## src/rtl/addr_gen_write_phase2.sv

```systemverilog
// Phase-2 write address generator: walks four destination channel groups and
// issues bursts of at most C_BURST_BYTES until each group's byte count is consumed.
module addr_gen_write_phase2 #(
  parameter int unsigned C_M_AXI_ADDR_WIDTH = 64,
  parameter int unsigned C_XFER_SIZE_WIDTH  = 64,
  parameter int unsigned CHANNEL_OFFSET     = 0,
  parameter int unsigned C_BURST_BYTES      = 4096
) (
  input  logic                          aclk,
  input  logic                          aresetn,
  input  logic                          i_start,
  input  logic                          i_pass_parity,
  input  logic [C_M_AXI_ADDR_WIDTH-1:0] i_ptr_ch_0,
  input  logic [C_XFER_SIZE_WIDTH-1:0]  i_xfer_size_in_bytes,
  output logic                          o_req_valid,
  input  logic                          i_req_ready,
  output logic [C_M_AXI_ADDR_WIDTH-1:0] o_req_addr,
  output logic [31:0]                   o_req_bytes,
  output logic                          o_busy,
  output logic                          o_done
);

  localparam logic [C_XFER_SIZE_WIDTH-1:0] BURST = C_XFER_SIZE_WIDTH'(C_BURST_BYTES);

  typedef enum logic [1:0] {IDLE, CALC, ISSUE, DONE} state_t;

  state_t                        state, state_nxt;
  logic                          parity_q;
  logic [C_M_AXI_ADDR_WIDTH-1:0] ptr_q;
  logic [C_XFER_SIZE_WIDTH-1:0]  size_q;
  logic [C_XFER_SIZE_WIDTH-1:0]  remaining;
  logic [1:0]                    group;
  logic [27:0]                   offset;
  logic [C_M_AXI_ADDR_WIDTH-1:0] ch_num;
  logic [C_M_AXI_ADDR_WIDTH-1:0] ch_base;
  logic                          last_of_group;

  // Destination channel is 2g+1 for parity 0 and 2g for parity 1, i.e. {g, ~parity}.
  always_comb begin
    ch_num        = C_M_AXI_ADDR_WIDTH'({group, ~parity_q}) + C_M_AXI_ADDR_WIDTH'(CHANNEL_OFFSET);
    ch_base       = ptr_q + (ch_num << 28);
    last_of_group = (remaining <= BURST);
  end

  always_ff @(posedge aclk or negedge aresetn) begin
    if (!aresetn) state <= IDLE;
    else          state <= state_nxt;
  end

  always_comb begin
    state_nxt   = state;
    o_req_valid = 1'b0;
    o_req_addr  = '0;
    o_req_bytes = '0;
    o_busy      = 1'b1;
    o_done      = 1'b0;
    case (state)
      IDLE: begin
        o_busy = 1'b0;
        if (i_start) state_nxt = CALC;
      end
      CALC: state_nxt = (size_q == '0) ? DONE : ISSUE;
      ISSUE: begin
        o_req_valid = 1'b1;
        // Offset wraps inside the low 28 bits so it never carries into the channel field.
        o_req_addr  = {ch_base[C_M_AXI_ADDR_WIDTH-1:28], ch_base[27:0] + offset};
        o_req_bytes = last_of_group ? 32'(remaining) : 32'(C_BURST_BYTES);
        if (i_req_ready && last_of_group && group == 2'd3) state_nxt = DONE;
      end
      DONE: begin
        o_done    = 1'b1;
        state_nxt = IDLE;
      end
      default: state_nxt = IDLE;
    endcase
  end

  always_ff @(posedge aclk or negedge aresetn) begin
    if (!aresetn) begin
      parity_q  <= 1'b0;
      ptr_q     <= '0;
      size_q    <= '0;
      remaining <= '0;
      group     <= '0;
      offset    <= '0;
    end else begin
      case (state)
        IDLE: if (i_start) begin
          parity_q <= i_pass_parity;
          ptr_q    <= i_ptr_ch_0;
          size_q   <= i_xfer_size_in_bytes;
        end
        CALC: begin
          group     <= '0;
          offset    <= '0;
          remaining <= size_q;
        end
        ISSUE: if (i_req_ready) begin
          if (last_of_group) begin
            group     <= group + 2'd1;
            offset    <= '0;
            remaining <= size_q;
          end else begin
            offset    <= offset + 28'(C_BURST_BYTES);
            remaining <= remaining - BURST;
          end
        end
        default: ;
      endcase
    end
  end

endmodule
```

## config.mk

```make
export PLATFORM = sky130hd
export DESIGN_NAME = addr_gen_write_phase2
export DESIGN_NICKNAME = d
export VERILOG_FILES = /design/src/rtl/addr_gen_write_phase2.sv
export SDC_FILE = /design/constraint.sdc
export NUM_CORES = 1
export LEC_CHECK = 0
export CAP_MARGIN = 20
export CORE_MARGIN = 2
export CORE_UTILIZATION = 30
export DETAILED_ROUTE_END_ITERATION = 16
export PLACE_DENSITY_LB_ADDON = 0.2
export SYNTH_ARGS = -nofsm -noshare
export SYNTH_HDL_FRONTEND = slang
export SYNTH_SLANG_ARGS = --single-unit
export TNS_END_PERCENT = 20
```

## constraint.sdc

```tcl
create_clock -name aclk -period 4.16 [get_ports aclk]
set_input_delay 1.248 -clock aclk [delete_from_list [all_inputs] [get_ports aclk]]
set_output_delay 1.248 -clock aclk [all_outputs]
set_load 0.02 [all_outputs]
```

==> results of run 1 <==
[repair_timing]
item / in CTS / in global routing
pin swaps: 6 / 7
gates resized for setup: 128 / 84
endpoints found under the setup margin: 46 / 53
hold buffers: 0 / 0
gates cloned: 1 / 0
setup buffers: 7 / 8
endpoints found under the hold margin: 0 / 0
[placed cells by master (no fill, tap or decap), types with 28 or more instances in the layout]
master,n
dfrtp_1,213
xnor2_1,28
o21ai_0,38
nand2_1,38
nor2_1,38
buf_4,50
nand3_1,38
clkdlybuf4s50_1,161
inv_1,29
and2_1,55
mux2_2,143
nor3_1,46
[power by group through the flow]
stage          sequential [mW]  clock (mW)  combinational (mW)
6_report                  4.05        2.43                5.08
5_1_grt                   4.22        2.59                5.60
4_1_cts                   4.04        2.51                5.11
3_5_place_dp              4.06           0                5.09
3_3_place_gp              4.04           0                5.02
2_1_floorplan             3.69           0                3.53
[per-layer routing]
layer | share of wire (%) | vias up | wire length (um) | GRT usage [%]
met5 | 0.12 | - | 41 | 0
met4 | 2.1 | 6 | 738 | 4.24
met3 | 5.9 | 47 | 2060 | 3.24
met2 | 44 | 282 | 15200 | 25.1
met1 | 48 | 4804 | 16800 | 23.8
li1 | - | 4668 | - | -
[synth_stat cells, types with 6 or more instances]
cell type | n | share of area, %
buf_4 | 23 | 1.4
a221o_1 | 27 | 2.2
or4_1 | 8 | 0.50
and2_1 | 55 | 2.9
nor3b_1 | 19 | 1.2
and3_1 | 29 | 1.5
clkbuf_1 | 41 | 1.3
nor2_1 | 38 | 1.2
nand3_1 | 39 | 1.6
or3_1 | 24 | 1.2
o21ai_1 | 23 | 0.95
o21ai_0 | 40 | 1.7
buf_2 | 8 | 0.33
ha_1 | 28 | 2.9
nor4_1 | 30 | 1.6
mux2i_1 | 9 | 0.75
mux2_2 | 143 | 13
nand2_1 | 39 | 1.2
o211ai_1 | 9 | 0.56
nor3_1 | 51 | 2.1
a21oi_1 | 27 | 1.1
xnor2_1 | 28 | 2.0
inv_1 | 30 | 0.93
dfrtp_1 | 213 | 44
xor2_1 | 23 | 1.7
a21o_1 | 21 | 1.3
a21boi_0 | 6 | 0.37
nand4_1 | 27 | 1.4
[critical path: stages (launching register included)]
cell and delay, ps:
dfrtp_1 410, or3_4 400, or2_4 270, or4_4 530, nor3_4 210, buf_6 140, buf_6 110, and3_1 180
buf_6 120
[kinds of logic after synthesis]
family	synth area share [%]
multiplexers	14.6
AO/OA/AOI/OAI	10.9
flip-flops	44.2
buffers and inverters	4.57
other	0.0311
AND/OR/NAND/NOR	18.9
adder cells (fa/ha/maj)	3.07
XOR/XNOR	3.71
[per-stage QoR]
step	area [sq um]	TNS (ps)	std cells
after global routing	16000	-1080	1928
after CTS	15900	-643	1919
after global placement	14900	0	1864
after floorplan	12100	0	1164
after detailed placement	14900	-10.8	1864
final	16000	0	1929
[final cells by class]
class	count	area (sq um)	share of cell area [%]
well taps	525	657	4.10
clock inverters	11	155	0.969
flip-flops and latches	213	5330	33.3
repair buffers	271	2570	16.0
clock buffers	36	759	4.74
diodes	3	7.51	0.0469
multi-input cells	840	6420	40.1
inverters	30	113	0.703
[registers in the layout, summed over array words and instances, names as in the netlist]
name,flops
ptr_q,64
state,2
group,2
parity_q,1
remaining,64
size_q,64
offset,16
[how the worst max path moves through the flow]
stage,startpoint,endpoint,slack (ps),depth (start not counted)
finish,remaining[39]$_DFFE_PN0P_,o_req_bytes[5],6,8
floorplan,offset[13]$_DFFE_PN0P_,o_req_addr[22],60,6
global placement,offset[13]$_DFFE_PN0P_,o_req_addr[22],40,8
global route,offset[13]$_DFFE_PN0P_,o_req_addr[20],-110,9
CTS,offset[13]$_DFFE_PN0P_,o_req_addr[22],-110,8
detailed placement,remaining[13]$_DFFE_PN0P_,o_req_bytes[6],-4,9
==> impl_metrics.json, run 1 <==
{
  "ctsRootBufferMaster": "clkbuf_16",
  "route.vias.total": 9807,
  "clk_network_pwr_share_pct": 21.0,
  "postSynth.asyncResetShare_pct": 100,
  "fp.dieH_um": 204,
  "dp_slack_ps": -3.95,
  "max_capacitance_violation_count": 0,
  "setup_cp_type": "reg2out",
  "skew_ps": 23.0,
  "timing.final.max_slew_violations": 0,
  "first_global_vias": 9645,
  "static-leakage-power_nw": 6.81,
  "timing.final.ws_setup_ps": 5.88,
  "clk_slew_on_worst_s_h_paths_ps": 60,
  "syn-instance-count": 1146,
  "die_area_sq_mm": 0.0418,
  "drt-initial-drc-count": 523,
  "worst_r2r_startpoint": "remaining[21]$_DFFE_PN0P_",
  "hold_viol": 0,
  "routed_wirelength_um": 34800,
  "drt-vias-per-instance": 5.08,
  "synth-edff-count": 0,
  "worstPathMaxFanout": 7,
  "worstHoldEndpoint": "ptr_q[62]$_DFFE_PN0P_",
  "nFillCells": 3925,
  "globalRouteTotalUtil_pct": 16.5,
  "core_region_area_sq_mm": 0.0397,
  "antenna_violations_before_repair": 6,
  "detail_route.drc_violations": 0,
  "worst-endpoint-required_ps": 2910,
  "netSwitchingPower_mw": 4.44,
  "final_util_pct": 40.3,
  "ys_seq_elements": 213,
  "setup_viol": 0,
  "postRouteAntennaNets": 0,
  "ctsHtreeMaxLevel": 1,
  "cell_internal_power_mw": 7.12,
  "worst-endpoint-arrival_ps": 2910,
  "relative_slew_margins_pct": 43.2,
  "cts_tree": "done",
  "cts_buffer_depth": 3,
  "buffer_ports.inserted": 213,
  "comb_power_share_pct": 43.9,
  "timing.reg2reg.worst_path_depth": 8,
  "seq_area_frac_synth_pct": 44.2,
  "yosys_warnings": 0,
  "routabilityCongestion": 0.787,
  "share_of_final_layout_standard_cells_stronger_than_drive_strength_1_pct": 23.8,
  "seqPwrFrac_pct": 35.1,
  "maximum_number_of_pins_on_one_net_before_global_route_repair": 79,
  "timing_worst_slew_pin_value_ps": 852,
  "finalNetCount": 1545,
  "vdd_drop_max_uv": 373,
  "netlist-cell-type-count": 72,
  "min_from": "ptr_q[62]$_DFFE_PN0P_",
  "cts_num_sinks": 213,
  "register_to_register_setup_slack_ps": 780,
  "power-per-cell-area_mw_per_mm2": 722,
  "hold-path-cell-count": 1,
  "number_of_placement_rows": 73,
  "io_pins": 232,
  "rsz_0062_raised_after_global_routing": "true",
  "min_path_type": "reg2reg",
  "finalHoldWorstSlack_ps": 510,
  "cts_made_buffers": 27,
  "cp-start-kind": "flip-flop",
  "crit_path_end_kind": "output port",
  "timing.final.crit_period_ps": 4150,
  "clock_insertion_delay_worst_skew_ps": 540,
  "final_min_period_over_clock_period_pct": 99.9,
  "grt_pass1_wl_um": 55100,
  "run_status": "finished clean",
  "starting_utilization_of_the_core_area_pct": 30.3,
  "wl_per_cell_um": 18.0,
  "syn_to_final_growth_pct": 32.8,
  "drt-pass1-iter-count": 5,
  "place.detailed.hpwl_um": 24400,
  "regToRegEndpoint": "remaining[17]$_DFFE_PN0P_",
  "synthesis.area_sq_mm": 0.0121,
  "global_route.overflow_total": 0,
  "power.share.switching_pct": 38.4,
  "mean_post_synth_cell_area_sq_um": 10.5,
  "width_of_the_die_um": 204,
  "synth_flop_cell": "dfrtp_1",
  "fmax_mhz": 241,
  "post-layout-total-power_mw": 11.6
}
(Power assumes the default switching activity.)
==> run 2: changes to the inputs <==
GPL_ROUTABILITY_DRIVEN = 0   (was unset)
PLACE_DENSITY_LB_ADDON = 0.1   (was 0.2)
==> run 2 against run 1 <==
The run now ends with setup timing left. Routed wire length up 3.7%. Maximum frequency fell by 0.41%. Utilization grew 0.58 points. Largest cell class unchanged. Largest power group unchanged. Highest routed layer is now met4.
==> impl_metrics.json, run 2 (same netlist as run 1, synthesis figures left out) <==
{
  "run_status": "finished with violations",
  "violations": "setup timing",
  "power.share.switching_pct": 38.8,
  "place.detailed.hpwl_um": 25400,
  "vdd_drop_max_uv": 336,
  "routed_wirelength_um": 36100,
  "reg_top3": "ptr_q (64), remaining (64), size_q (64)",
  "io_pins": 232,
  "hold-path-cell-count": 1,
  "post-layout-total-power_mw": 11.7,
  "detail_route.drc_violations": 0,
  "seqPwrFrac_pct": 34.8,
  "ctsRootBufferMaster": "clkbuf_16",
  "finalNetCount": 1549,
  "setup_viol": 2,
  "drt-initial-drc-count": 564,
  "cp-start-kind": "flip-flop",
  "comb_power_share_pct": 44.4,
  "min_path_type": "reg2reg",
  "commonest_cells_after_routing_fill_and_taps_aside": "dfrtp_1 (210), clkdlybuf4s50_1 (160), mux2_2 (143)",
  "clk_slew_on_worst_s_h_paths_ps": 60,
  "timing.final.crit_period_ps": 4170,
  "worst_r2r_startpoint": "remaining[12]$_DFFE_PN0P_",
  "number_of_placement_rows": 73,
  "final_util_pct": 40.9,
  "relative_slew_margins_pct": 45.7,
  "fp.dieH_um": 204,
  "timing.final.ws_setup_ps": -11.4,
  "mostFrequentLayoutCell": "dfrtp_1",
  "maximum_number_of_pins_on_one_net_before_global_route_repair": 80,
  "min_from": "ptr_q[58]$_DFFE_PN0P_",
  "final_design_area_no_fill_sq_mm": 0.0162,
  "globalRouteTotalUtil_pct": 17.3,
  "timing_worst_slew_pin_value_ps": 807,
  "worst-endpoint-required_ps": 2910,
  "route.vias.total": 9847,
  "power-per-cell-area_mw_per_mm2": 722,
  "drt-pass1-iter-count": 5,
  "drt-vias-per-instance": 5.10,
  "timing.reg2reg.worst_path_depth": 8,
  "final_min_period_over_clock_period_pct": 100,
  "grt_pass1_wl_um": 57200,
  "width_of_the_die_um": 204,
  "postRouteAntennaNets": 0,
  "syn_to_final_growth_pct": 34.7,
  "setup_cp_type": "reg2out",
  "crit_start": "remaining[34]$_DFFE_PN0P_",
  "cts_num_sinks": 213,
  "wl_per_cell_um": 18.7,
  "global_route.overflow_total": 0,
  "crit_path_end_kind": "output port",
  "worstPathMaxFanout": 6,
  "buffer_ports.inserted": 213,
  "cts_tree": "done",
  "ctsHoldBuffers": 0,
  "clock_insertion_delay_worst_skew_ps": 550,
  "cell_internal_power_mw": 7.18,
  "fmax_mhz": 240,
  "rsz_0062_raised_after_global_routing": "true",
  "clk_network_pwr_share_pct": 20.8,
  "register_to_register_setup_slack_ps": 1070,
  "max_capacitance_violation_count": 0,
  "worst-endpoint-arrival_ps": 2920,
  "worstHoldEndpoint": "ptr_q[58]$_DFFE_PN0P_",
  "place_area_sq_mm": 0.0149,
  "ctsHtreeMaxLevel": 1,
  "die_area_sq_mm": 0.0418,
  "regToRegEndpoint": "remaining[52]$_DFFE_PN0P_",
  "hold_viol": 0,
  "antenna_violations_before_repair": 1,
  "cts_made_buffers": 27,
  "share_of_final_layout_standard_cells_stronger_than_drive_strength_1_pct": 24.8,
  "first_global_vias": 9879,
  "core_region_area_sq_mm": 0.0397,
  "netSwitchingPower_mw": 4.54,
  "timing.final.max_slew_violations": 0,
  "skew_ps": 18.5,
  "cts_buffer_depth": 3,
  "static-leakage-power_nw": 6.86,
  "starting_utilization_of_the_core_area_pct": 30.3
}
## run 2: changes by cell type in the layout (fill, tap and decap cells not counted), sizes merged
cell | before | now
diode | 3 | 1
clkinvlp | 0 | 1
clkdlybuf4s50 | 161 | 160
dlygate4sd2 | 1 | 9
clkinv | 7 | 5
buf | 75 | 82
clkdlybuf4s15 | 6 | 8
bufinv | 4 | 3
clkbuf | 57 | 47
## run 2: how the worst max path moves through the flow
| stage | to | slack (ps) |
|---|---|---|
| floorplan | o_req_addr[22] | 60 |
| CTS | o_req_bytes[11] | -100 |
| global route | o_req_bytes[0] | -100 |
| global placement | o_req_addr[26] | 50 |
| finish | o_req_bytes[0] | -10 |
| detailed placement | o_req_bytes[3] | 5 |
## run 2: power by group through the flow
stage                     clock network [mW]  registers [mW]  logic [mW]
after detailed placement                   0            4.06        5.11
after global placement                     0            4.05        5.05
after CTS                               2.51            4.05        5.17
final                                   2.43            4.08        5.21
after floorplan                            0            3.69        3.53
after global routing                    2.60            4.24        5.74
## run 2: through the flow
stage / setup TNS [ps] / worst slack, ps / instances / hold WS [ps]
6_report: -18.2 / -11.4 / 1931 / 509
3_5_place_dp: 0 / 5.33 / 1864 / 495
2_1_floorplan: 0 / 57.5 / 1164 / 471
4_1_cts: -566 / -103 / 1924 / 508
5_1_grt: -389 / -101 / 1931 / 522
3_3_place_gp: 0 / 48.5 / 1864 / 482
## run 2: layout make-up
cell class | instances | area, sq um
diodes | 1 | 2.50
clock buffers | 38 | 797
clock inverters | 9 | 123
fillers | 3893 | 23500
inverters | 30 | 113
multi-input cells | 840 | 6570
flip-flops and latches | 213 | 5330
well taps | 525 | 657
repair buffers | 275 | 2640
## run 2: routing by layer
metal  vias to the layer above  part of all wire (%)  track usage, %  wire length, um
met4                         0                   1.9            5.12              697
met3                        47                   5.0            2.26             1800
met2                       256                    43            25.5            15400
met5                         -                     0               0                0
li1                       4669                     -               -                -
met1                      4875                    50            26.1            18200
## run 2: worst max-delay path: stages, from the launching register on
cell and delay [ps]:
dfrtp_1 400, or3_4 400, or2_4 250, or4_4 520
nor3_4 230, buf_6 170, buf_6 100, and3_4 180
buf_6 110
## run 2: repair_timing
| action | 4_1_cts | 5_1_grt |
|---|---|---|
| gates cloned | 1 | 0 |
| setup endpoints to repair | 47 | 49 |
| pin swaps | 8 | 11 |
| resized for setup | 172 | 59 |
| setup buffers | 12 | 5 |
